===== src/rtl/codec_pkg.sv =====
// codec_pkg: shared types and constants for the codec DAC path.
//   SAMPLE_W     - serializer parallel sample width
//   buf_state_e  - sample buffer playback state (IDLE, PRIME, RUN)
//   MUTE_SAMPLE  - value driven to the serializer while muted
package codec_pkg;

  localparam int SAMPLE_W = 24;

  typedef enum logic [1:0] {
    IDLE  = 2'd0,
    PRIME = 2'd1,
    RUN   = 2'd2
  } buf_state_e;

  localparam logic [SAMPLE_W-1:0] MUTE_SAMPLE = '0;

endpackage


===== src/rtl/sample_fifo_mem.sv =====
// sample_fifo_mem: DEPTH x DATA_W sample storage with read/write pointers.
// No flags; occupancy is tracked by the owner.
//   i_clk, i_rst  - clock, synchronous active-high reset
//   i_flush       - return both pointers to 0
//   i_wr_en/data  - push one entry
//   i_rd_en       - advance the read pointer
//   o_rd_data     - entry at the read pointer (head)
module sample_fifo_mem #(
  parameter int DATA_W = 24,
  parameter int DEPTH  = 16
) (
  input  logic              i_clk,
  input  logic              i_rst,
  input  logic              i_flush,
  input  logic              i_wr_en,
  input  logic [DATA_W-1:0] i_wr_data,
  input  logic              i_rd_en,
  output logic [DATA_W-1:0] o_rd_data
);

  localparam int PW = $clog2(DEPTH);

  logic [DATA_W-1:0] mem_q [DEPTH];
  logic [PW-1:0]     wr_ptr_q;
  logic [PW-1:0]     rd_ptr_q;

  // Power-of-two depth: pointers wrap by natural overflow.
  always_ff @(posedge i_clk) begin
    if (i_rst || i_flush) begin
      wr_ptr_q <= '0;
      rd_ptr_q <= '0;
    end else begin
      if (i_wr_en) wr_ptr_q <= wr_ptr_q + 1'b1;
      if (i_rd_en) rd_ptr_q <= rd_ptr_q + 1'b1;
    end
  end

  always_ff @(posedge i_clk) begin
    if (i_wr_en) mem_q[wr_ptr_q] <= i_wr_data;
  end

  assign o_rd_data = mem_q[rd_ptr_q];

endmodule


===== src/rtl/dac_sample_buffer.sv =====
// dac_sample_buffer: sample FIFO in front of the codec DAC serializer.
// Accepts samples over valid/ready, primes to PRIME_LVL entries, then pops
// one entry per serializer frame strobe; mutes and re-primes on underrun.
//   i_clk, i_rst         - MCLK, synchronous active-high reset
//   i_enable             - playback enable
//   i_s_data/valid/o_s_ready - upstream sample handshake
//   i_sample_up          - serializer frame strobe
//   o_p2s_out            - registered sample to serializer
//   o_level/o_almost_full/o_empty - occupancy status
//   o_underrun           - one-cycle pulse after an underrun strobe
// Optional macro DAC_BUF_STATS_EN adds o_underrun_cnt (saturating 16-bit).
module dac_sample_buffer
  import codec_pkg::*;
#(
  parameter int DATA_W    = SAMPLE_W,
  parameter int DEPTH     = 16,
  parameter int PRIME_LVL = 8,
  parameter int AFULL_LVL = 12
) (
  input  logic                     i_clk,
  input  logic                     i_rst,
  input  logic                     i_enable,
  input  logic [DATA_W-1:0]        i_s_data,
  input  logic                     i_s_valid,
  output logic                     o_s_ready,
  input  logic                     i_sample_up,
  output logic [DATA_W-1:0]        o_p2s_out,
  output logic [$clog2(DEPTH):0]   o_level,
  output logic                     o_almost_full,
  output logic                     o_empty,
  output logic                     o_underrun
`ifdef DAC_BUF_STATS_EN
  ,
  output logic [15:0]              o_underrun_cnt
`endif
);

  localparam int LW = $clog2(DEPTH) + 1;
  localparam logic [LW-1:0] DEPTH_L = LW'(DEPTH);
  localparam logic [LW-1:0] PRIME_L = LW'(PRIME_LVL);
  localparam logic [LW-1:0] AFULL_L = LW'(AFULL_LVL);

  buf_state_e        state_q;
  logic [LW-1:0]     level_q;
  logic [LW-1:0]     level_d;
  logic [DATA_W-1:0] p2s_q;
  logic              underrun_q;
  logic [DATA_W-1:0] head;
  logic              wr_en;
  logic              pop;
  logic              underrun_evt;
  logic              flush;

  assign o_s_ready    = (state_q != IDLE) && (level_q < DEPTH_L);
  assign wr_en        = i_s_valid && o_s_ready;
  assign pop          = i_enable && (state_q == RUN) && i_sample_up && (level_q != '0);
  // A write landing on an empty FIFO in the strobe cycle is still an underrun.
  assign underrun_evt = i_enable && (state_q == RUN) && i_sample_up && (level_q == '0);
  assign flush        = (state_q == IDLE) || !i_enable;

  always_comb begin
    level_d = level_q;
    if (wr_en && !pop)      level_d = level_q + 1'b1;
    else if (pop && !wr_en) level_d = level_q - 1'b1;
  end

  sample_fifo_mem #(
    .DATA_W (DATA_W),
    .DEPTH  (DEPTH)
  ) u_mem (
    .i_clk     (i_clk),
    .i_rst     (i_rst),
    .i_flush   (flush),
    .i_wr_en   (wr_en),
    .i_wr_data (i_s_data),
    .i_rd_en   (pop),
    .o_rd_data (head)
  );

  always_ff @(posedge i_clk) begin
    if (i_rst) begin
      state_q    <= IDLE;
      level_q    <= '0;
      p2s_q      <= MUTE_SAMPLE;
      underrun_q <= 1'b0;
    end else begin
      underrun_q <= 1'b0;
      if (!i_enable) begin
        state_q <= IDLE;
        level_q <= '0;
        p2s_q   <= MUTE_SAMPLE;
      end else begin
        case (state_q)
          IDLE: begin
            state_q <= PRIME;
            level_q <= '0;
            p2s_q   <= MUTE_SAMPLE;
          end
          PRIME: begin
            level_q <= level_d;
            p2s_q   <= MUTE_SAMPLE;
            if (level_q >= PRIME_L) state_q <= RUN;
          end
          RUN: begin
            level_q <= level_d;
            if (underrun_evt) begin
              p2s_q      <= MUTE_SAMPLE;
              underrun_q <= 1'b1;
              state_q    <= PRIME;
            end else if (pop) begin
              p2s_q <= head;
            end
          end
          default: begin
            state_q <= IDLE;
            level_q <= '0;
            p2s_q   <= MUTE_SAMPLE;
          end
        endcase
      end
    end
  end

`ifdef DAC_BUF_STATS_EN
  logic [15:0] underrun_cnt_q;

  always_ff @(posedge i_clk) begin
    if (i_rst || state_q == IDLE) begin
      underrun_cnt_q <= '0;
    end else if (underrun_evt && underrun_cnt_q != 16'hFFFF) begin
      underrun_cnt_q <= underrun_cnt_q + 16'd1;
    end
  end

  assign o_underrun_cnt = underrun_cnt_q;
`endif

  assign o_p2s_out     = p2s_q;
  assign o_level       = level_q;
  assign o_almost_full = level_q >= AFULL_L;
  assign o_empty       = level_q == '0;
  assign o_underrun    = underrun_q;

endmodule


===== config.mk =====
export PLATFORM = sky130hd
export DESIGN_NAME = dac_sample_buffer
export DESIGN_NICKNAME = d
export VERILOG_FILES = /design/src/rtl/codec_pkg.sv /design/src/rtl/sample_fifo_mem.sv /design/src/rtl/dac_sample_buffer.sv
export SDC_FILE = /design/constraint.sdc
export NUM_CORES = 1
export LEC_CHECK = 0
export ABC_AREA = 1
export CAP_MARGIN = 40
export CORE_ASPECT_RATIO = 1.2
export CORE_MARGIN = 5
export CORE_UTILIZATION = 35
export DETAILED_ROUTE_END_ITERATION = 7
export PLACE_DENSITY_LB_ADDON = 0.15
export SLEW_MARGIN = 5
export SYNTH_ARGS = -nofsm -noshare
export SYNTH_HDL_FRONTEND = slang
export SYNTH_SLANG_ARGS = --single-unit
export TNS_END_PERCENT = 100

===== constraint.sdc =====
create_clock -name i_clk -period 8.1 [get_ports i_clk]
set_input_delay 0.81 -clock i_clk [delete_from_list [all_inputs] [get_ports i_clk]]
set_output_delay 0.81 -clock i_clk [all_outputs]
set_load 0.01 [all_outputs]

==> reports/qor.csv, run 1 <==
metric,value,unit
outcome,"finished, final reports clean",
crit_chain,clkinv_2 -> buf_4 -> nand3_1 -> nand3_1 -> nand3_1 -> nand3_1 -> nand2_1 -> inv_1,
final_nets,1870,
netlist_instances,1776,
die_area,56100,sq um
synth.avg_cell_area,10.1,sq um
fin_util,0.417,
place_inst,2430,
final_cell_mix,"nand2_1, edfxtp_1, nand3_1",
synth_flop_cell,edfxtp_1,
cts_inserted_buffers,45,
pwr-share-seq,0.510,
setup_viol,0,
finalSetupTns,0,ns
critPathTopFamily,buffers and inverters,
coreArea,51200,sq um
synth_area_leaders,"edfxtp_1, nand2_1, nand3_1",
r2r-end,o_p2s_out[22],
cell_internal_pwr,3770,uW
hold_class,register to register,
cts_buffer_depth,3,
synth_edf_count,384,
regArea,12300,sq um
cts.sinks,424,
grt_pass1_wl,74400,um
hpwl,29300,um
irDropWorstVdd,0.137,mV
ys_seq_elements,424,
crit_path_top_delay_cell,dfxtp_4,
grt_usage,0.172,
ioPinCount,62,
post_cts_buffers,0,
layout.cells.non_filler,2514,
criticalPathCategory,register to register,
clock_skew,0.0141,ns
finalCritPeriodShare,0.376,
ys_types,26,
die_h,259,um
path_clk_slew,0.06,ns
cts_tree,yes,
start_kind,register,
p_leak,0.00858,uW
end_kind,register,
cellPowerDensity,219,nW/um^2
post_drt_wl_per_cell,19.4,um
gp_congestion,0.806,
tightest_slew,0.865,ns
r2r_cells,8,
syn_nets,1820,
drt_pass1_iterations,5,
multi_input_area,4520,sq um
critical_path.max_fanout,60,
rsz0062_at_grt,false,
postCtsHoldBufs,0,
n_antenna_cell,0,
vias_per_cell,4.83,
fillers,4904,
ant_nets,0,
r2r-start,u_mem.rd_ptr_q[1],
areaGrowthSynthToFinish,18.6,%
syn_area,18000,sq um
drt-total-wl,48700,um
crit_buf_inv,3,
p_sw_frac,0.195,
placed_cell_area,19800,sq um
post_cts_resized,0,
grt_pass1_vias,11900,
hold_start,state_q[1],
drt_iter0_markers,795,
num_vias,12100,
maxSlewViolCount,0,
yosys.area.top_type,edfxtp_1,
drive_gt1_frac,0.0660,
worst_ep_required_time,8.56,ns
overflow,0,
start_util,0.352,
crit_path_frequent_cell,nand3_1,
fin_area,21400,sq um
grt_max_degree,107,
rrSetupSlack,5.06,ns
p_clk_frac,0.472,
cts_root_buf,clkbuf_16,
final_common_cell,nand2_1,
p_sw,917,uW
max_stage_delay,0.77,ns
timing.fmax,0.328,GHz
io_buffers,61,
synth-seq-area-share,0.684,
final_hold_viol_count,0,
grt_antenna_before_repair,0,
async_flop_share,0,
combPwrFrac,0.018,
max_slew_margin,0.421,
whs_endpoint,state_q[1],
h-tree-depth,2,
rows,91,
hold-path-cell-count,2,
clock_latency,0.55,ns
drc,0,
period_minus_slack,3.04,ns
maxCapViolCount,0,
yosys.area.top_type_share,0.640,
crit_arrival,3.50,ns
yosysWarnings,0,
die_width,217,um
==> cells by family (layout without fill, tap and decap cells) <==
group | count (synthesis) | after routing | synth area share
DFF | 424 | 424 | 0.684
and+or+nand+nor | 991 | 991 | 0.226
buffers and inverters | 325 | 412 | 0.0714
xor gates and xnor gates | 4 | 4 | 0.00194
AOI/OAI and AO/OA | 17 | 17 | 0.00514
adders and majority gates | 15 | 15 | 0.0108
==> cell type report <==
type,count,area share
clock buffers,58,0.0574
clock inverters,26,0.0169
inverters,239,0.0424
well taps,651,0.0381
repair buffers,89,0.0564
flip-flops and latches,424,0.577
multi-input cells,1027,0.211
==> state kept, by name, indices dropped and copies added, names as in the netlist <==
name,flops
u_mem.wr_ptr_q,4
u_mem.mem_q,384
o_level,5
o_p2s_out,24
o_underrun,1
u_mem.rd_ptr_q,4
state_q,2
==> worst max path at each step <==
stage | start | to | depth (start not counted)
2_1_floorplan | state_q[0] | u_mem.mem_q[11][0] | 7
3_3_place_gp | u_mem.rd_ptr_q[1] | o_p2s_out[22] | 8
3_5_place_dp | u_mem.rd_ptr_q[1] | o_p2s_out[22] | 8
4_1_cts | u_mem.rd_ptr_q[1] | o_p2s_out[22] | 8
5_1_grt | u_mem.rd_ptr_q[1] | o_p2s_out[22] | 8
6_report | u_mem.rd_ptr_q[1] | o_p2s_out[22] | 8
==> synthesized netlist by cell type (3+ instances only) <==
| cell type | number |
|---|---|
| nand3_1 | 272 |
| a21oi_1 | 10 |
| buf_1 | 4 |
| dfxtp_1 | 40 |
| inv_1 | 235 |
| clkbuf_1 | 30 |
| o21ai_0 | 3 |
| nand2_1 | 629 |
| inv_2 | 3 |
| edfxtp_1 | 384 |
| nor2_1 | 84 |
| buf_2 | 51 |
| ha_1 | 14 |
| xor2_1 | 3 |
==> tightest hold or removal path, cell delays in order (launching register included) <==
cell and delay (ns):
dfxtp_1 0.34, nand2_1 0.08, a21oi_1 0.06
==> routing by layer <==
layer / track usage / share of wire / vias to the layer above
li1: - / - / 5867
met1: 0.234 / 0.44 / 5859
met2: 0.290 / 0.49 / 350
met3: 0.0236 / 0.051 / 73
met4: 0.0472 / 0.024 / 0
met5: 0 / 0 / -
==> stage by stage <==
| step | hold WS [ns] | power (uW) | setup WS [ns] |
|---|---|---|---|
| floorplan | 0.470 | 2460 | 5.37 |
| CTS | 0.523 | 4750 | 5.04 |
| finish | 0.532 | 4690 | 5.06 |
| global placement | 0.494 | 2520 | 5.00 |
| global route | 0.551 | 4840 | 4.86 |
| detailed placement | 0.513 | 2520 | 5.07 |
==> power by group through the flow <==
stage	clock network, uW	registers, uW	logic (uW)
final	2220	2390	83.5
after CTS	2270	2390	86.2
after floorplan	0	2440	23.9
after global placement	0	2440	82.6
after global routing	2360	2390	93.0
after detailed placement	0	2440	85.8
(Power assumes the default switching activity.)
==> inputs of run 2 (changes only) <==
==> constraint.sdc (replaced) <==
create_clock -name i_clk -period 3.1 [get_ports i_clk]
set_input_delay 0.31 -clock i_clk [delete_from_list [all_inputs] [get_ports i_clk]]
set_output_delay 0.31 -clock i_clk [all_outputs]
set_load 0.01 [all_outputs]
==> run 2 against run 1 <==
Effect of this change: worst setup slack got worse by 4.6 ns; critical path depth is the same; sequential share of layout area is 0.92 points higher; utilization is 0.66 points lower; die area unchanged; first-iteration DRC count increased by 0.13%; total power increased to 2.5 times the previous value; sequential power grew to 2.6 times the previous value; register-to-register slack lost 4.6 ns; final cell count up 0.44%; fmax is 17% higher.
==> reports/qor.csv, run 2 (synthesis gave the netlist of run 1 again) <==
metric,value,unit,change
outcome,"finished, final reports clean",,
areaGrowthSynthToFinish,16.8,%,
drt_pass1_iterations,5,,unchanged
cts.sinks,424,,unchanged
r2r_cells,8,,unchanged
fillers,4987,,+1.7%
rsz0062_at_grt,false,,
fin_util,0.411,,-0.00657
finalSetupTns,0,ns,unchanged
clock_skew,0.0262,ns,+0.0121 ns
grt_antenna_before_repair,0,,unchanged
final_cell_mix,"nand2_1, edfxtp_1, nand3_1",,
timing.fmax,0.385,GHz,+17%
hold-path-cell-count,2,,unchanged
start_util,0.352,,unchanged
max_slew_margin,0.439,,+0.0181
overflow,0,,unchanged
layout_setup_ws,0.503,ns,-4.55 ns
preCtsSetupSlack,0.495,ns,-4.57 ns
io_buffers,61,,unchanged
r2r-start,state_q[0],,
setup_viol,0,,unchanged
drc,0,,unchanged
criticalPathCategory,register to register,,
drive_gt1_frac,0.0662,,+0.000146
cts_inserted_buffers,46,,+2.2%
final_common_cell,nand2_1,,
whs_endpoint,o_underrun,,
cts_tree,yes,,
irDropWorstVdd,0.341,mV,+150%
gp_congestion,0.773,,-4.1%
final_hold_viol_count,0,,unchanged
top_register,u_mem.mem_q,,
maxSlewViolCount,0,,unchanged
rows,91,,unchanged
ioPinCount,62,,unchanged
p_leak,0.00848,uW,-1.2%
die_area,56100,sq um,unchanged
clock_latency,0.58,ns,+0.03 ns
postCtsHoldBufs,0,,unchanged
cellPowerDensity,563,nW/um^2,+160%
drt_iter0_markers,796,,+0.13%
critical_path.max_fanout,17,,-72%
path_clk_slew,0.06,ns,about the same
r2r-end,u_mem.mem_q[6][16],,
finalCritPeriodShare,0.838,,+0.462
post_cts_resized,0,,unchanged
die_h,259,um,unchanged
hpwl,29400,um,about the same
final_nets,1881,,+0.59%
post_cts_buffers,0,,unchanged
largest_register_ffs,384,,unchanged
hold_start,i_rst,,
ant_nets,0,,unchanged
rrSetupSlack,0.50,ns,-4.55 ns
coreArea,51200,sq um,unchanged
grt_usage,0.173,,+0.00162
drt-total-wl,48800,um,+0.36%
power,11800,uW,+150%
h-tree-depth,2,,unchanged
cts_root_buf,clkbuf_16,,
worst_ep_required_time,3.39,ns,-5.17 ns
crit_arrival,2.89,ns,-0.61 ns
maxCapViolCount,0,,unchanged
grt_pass1_wl,74100,um,-0.48%
end_kind,register,,
tightest_slew,0.841,ns,-0.0245 ns
vias_per_cell,4.74,,-1.9%
hold_class,input port to register,,
cts_buffer_depth,3,,unchanged
post_drt_wl_per_cell,19.3,um,about the same
num_vias,12000,,-1.5%
grt_pass1_vias,11900,,-0.017%
n_antenna_cell,0,,unchanged
die_width,217,um,unchanged
grt_max_degree,162,,+51%
period_minus_slack,2.60,ns,-0.447 ns
start_kind,register,,
## run 2: worst max-delay path by stage
stage / depth (start not counted) / slack (ns) / end / from
finish: 8 / 0.50 / u_mem.mem_q[6][16] / state_q[0]
global route: 15 / 0.27 / o_level[4] / state_q[0]
CTS: 8 / 0.50 / u_mem.mem_q[6][16] / state_q[0]
detailed placement: 8 / 0.50 / u_mem.mem_q[6][16] / state_q[0]
global placement: 13 / 0.60 / o_level[3] / state_q[0]
floorplan: 7 / 0.37 / u_mem.mem_q[11][0] / state_q[0]
## run 2: metal layers
layer	vias up	GRT usage	part of all wire	wire [um]
li1	5882	-	-	-
met1	5736	0.219	0.42	20600
met2	276	0.301	0.50	24400
met3	77	0.0304	0.044	2160
met4	0	0.0622	0.034	1680
met5	-	0	0	0
## run 2: critical path: stages (launching register included)
cell and delay, ns:
dfxtp_1 0.40, inv_1 0.09, ha_1 0.23, nor2_1 0.13, nand2_1 0.13, inv_1 0.21, nand2_1 0.29, nor2_4 0.56
buf_4 0.26
## run 2: final cells by class
cell class,instances,area (sq um),share of cell area
clock buffers,64,1280,0.0608
clock inverters,21,189,0.00898
inverters,239,903,0.0429
multi-input cells,1027,4520,0.215
flip-flops and latches,424,12300,0.587
well taps,651,815,0.0387
repair buffers,99,991,0.0471
## run 2: where the power goes
group / internal [uW] / total [uW] / switching (uW)
clock: 3130 / 5360 / 2230
combinational: 66.7 / 230 / 164
sequential: 6240 / 6250 / 5.32
total: 9440 / 11800 / 2400
## run 2: metrics by stage
stage               std cells  cell area, sq um  hold WS [ns]
floorplan                1776             18000         0.382
global placement         2439             19600         0.485
detailed placement       2440             19600         0.511
CTS                      2525             21000         0.262
global route             2525             21000         0.284
finish                   2525             21000         0.295
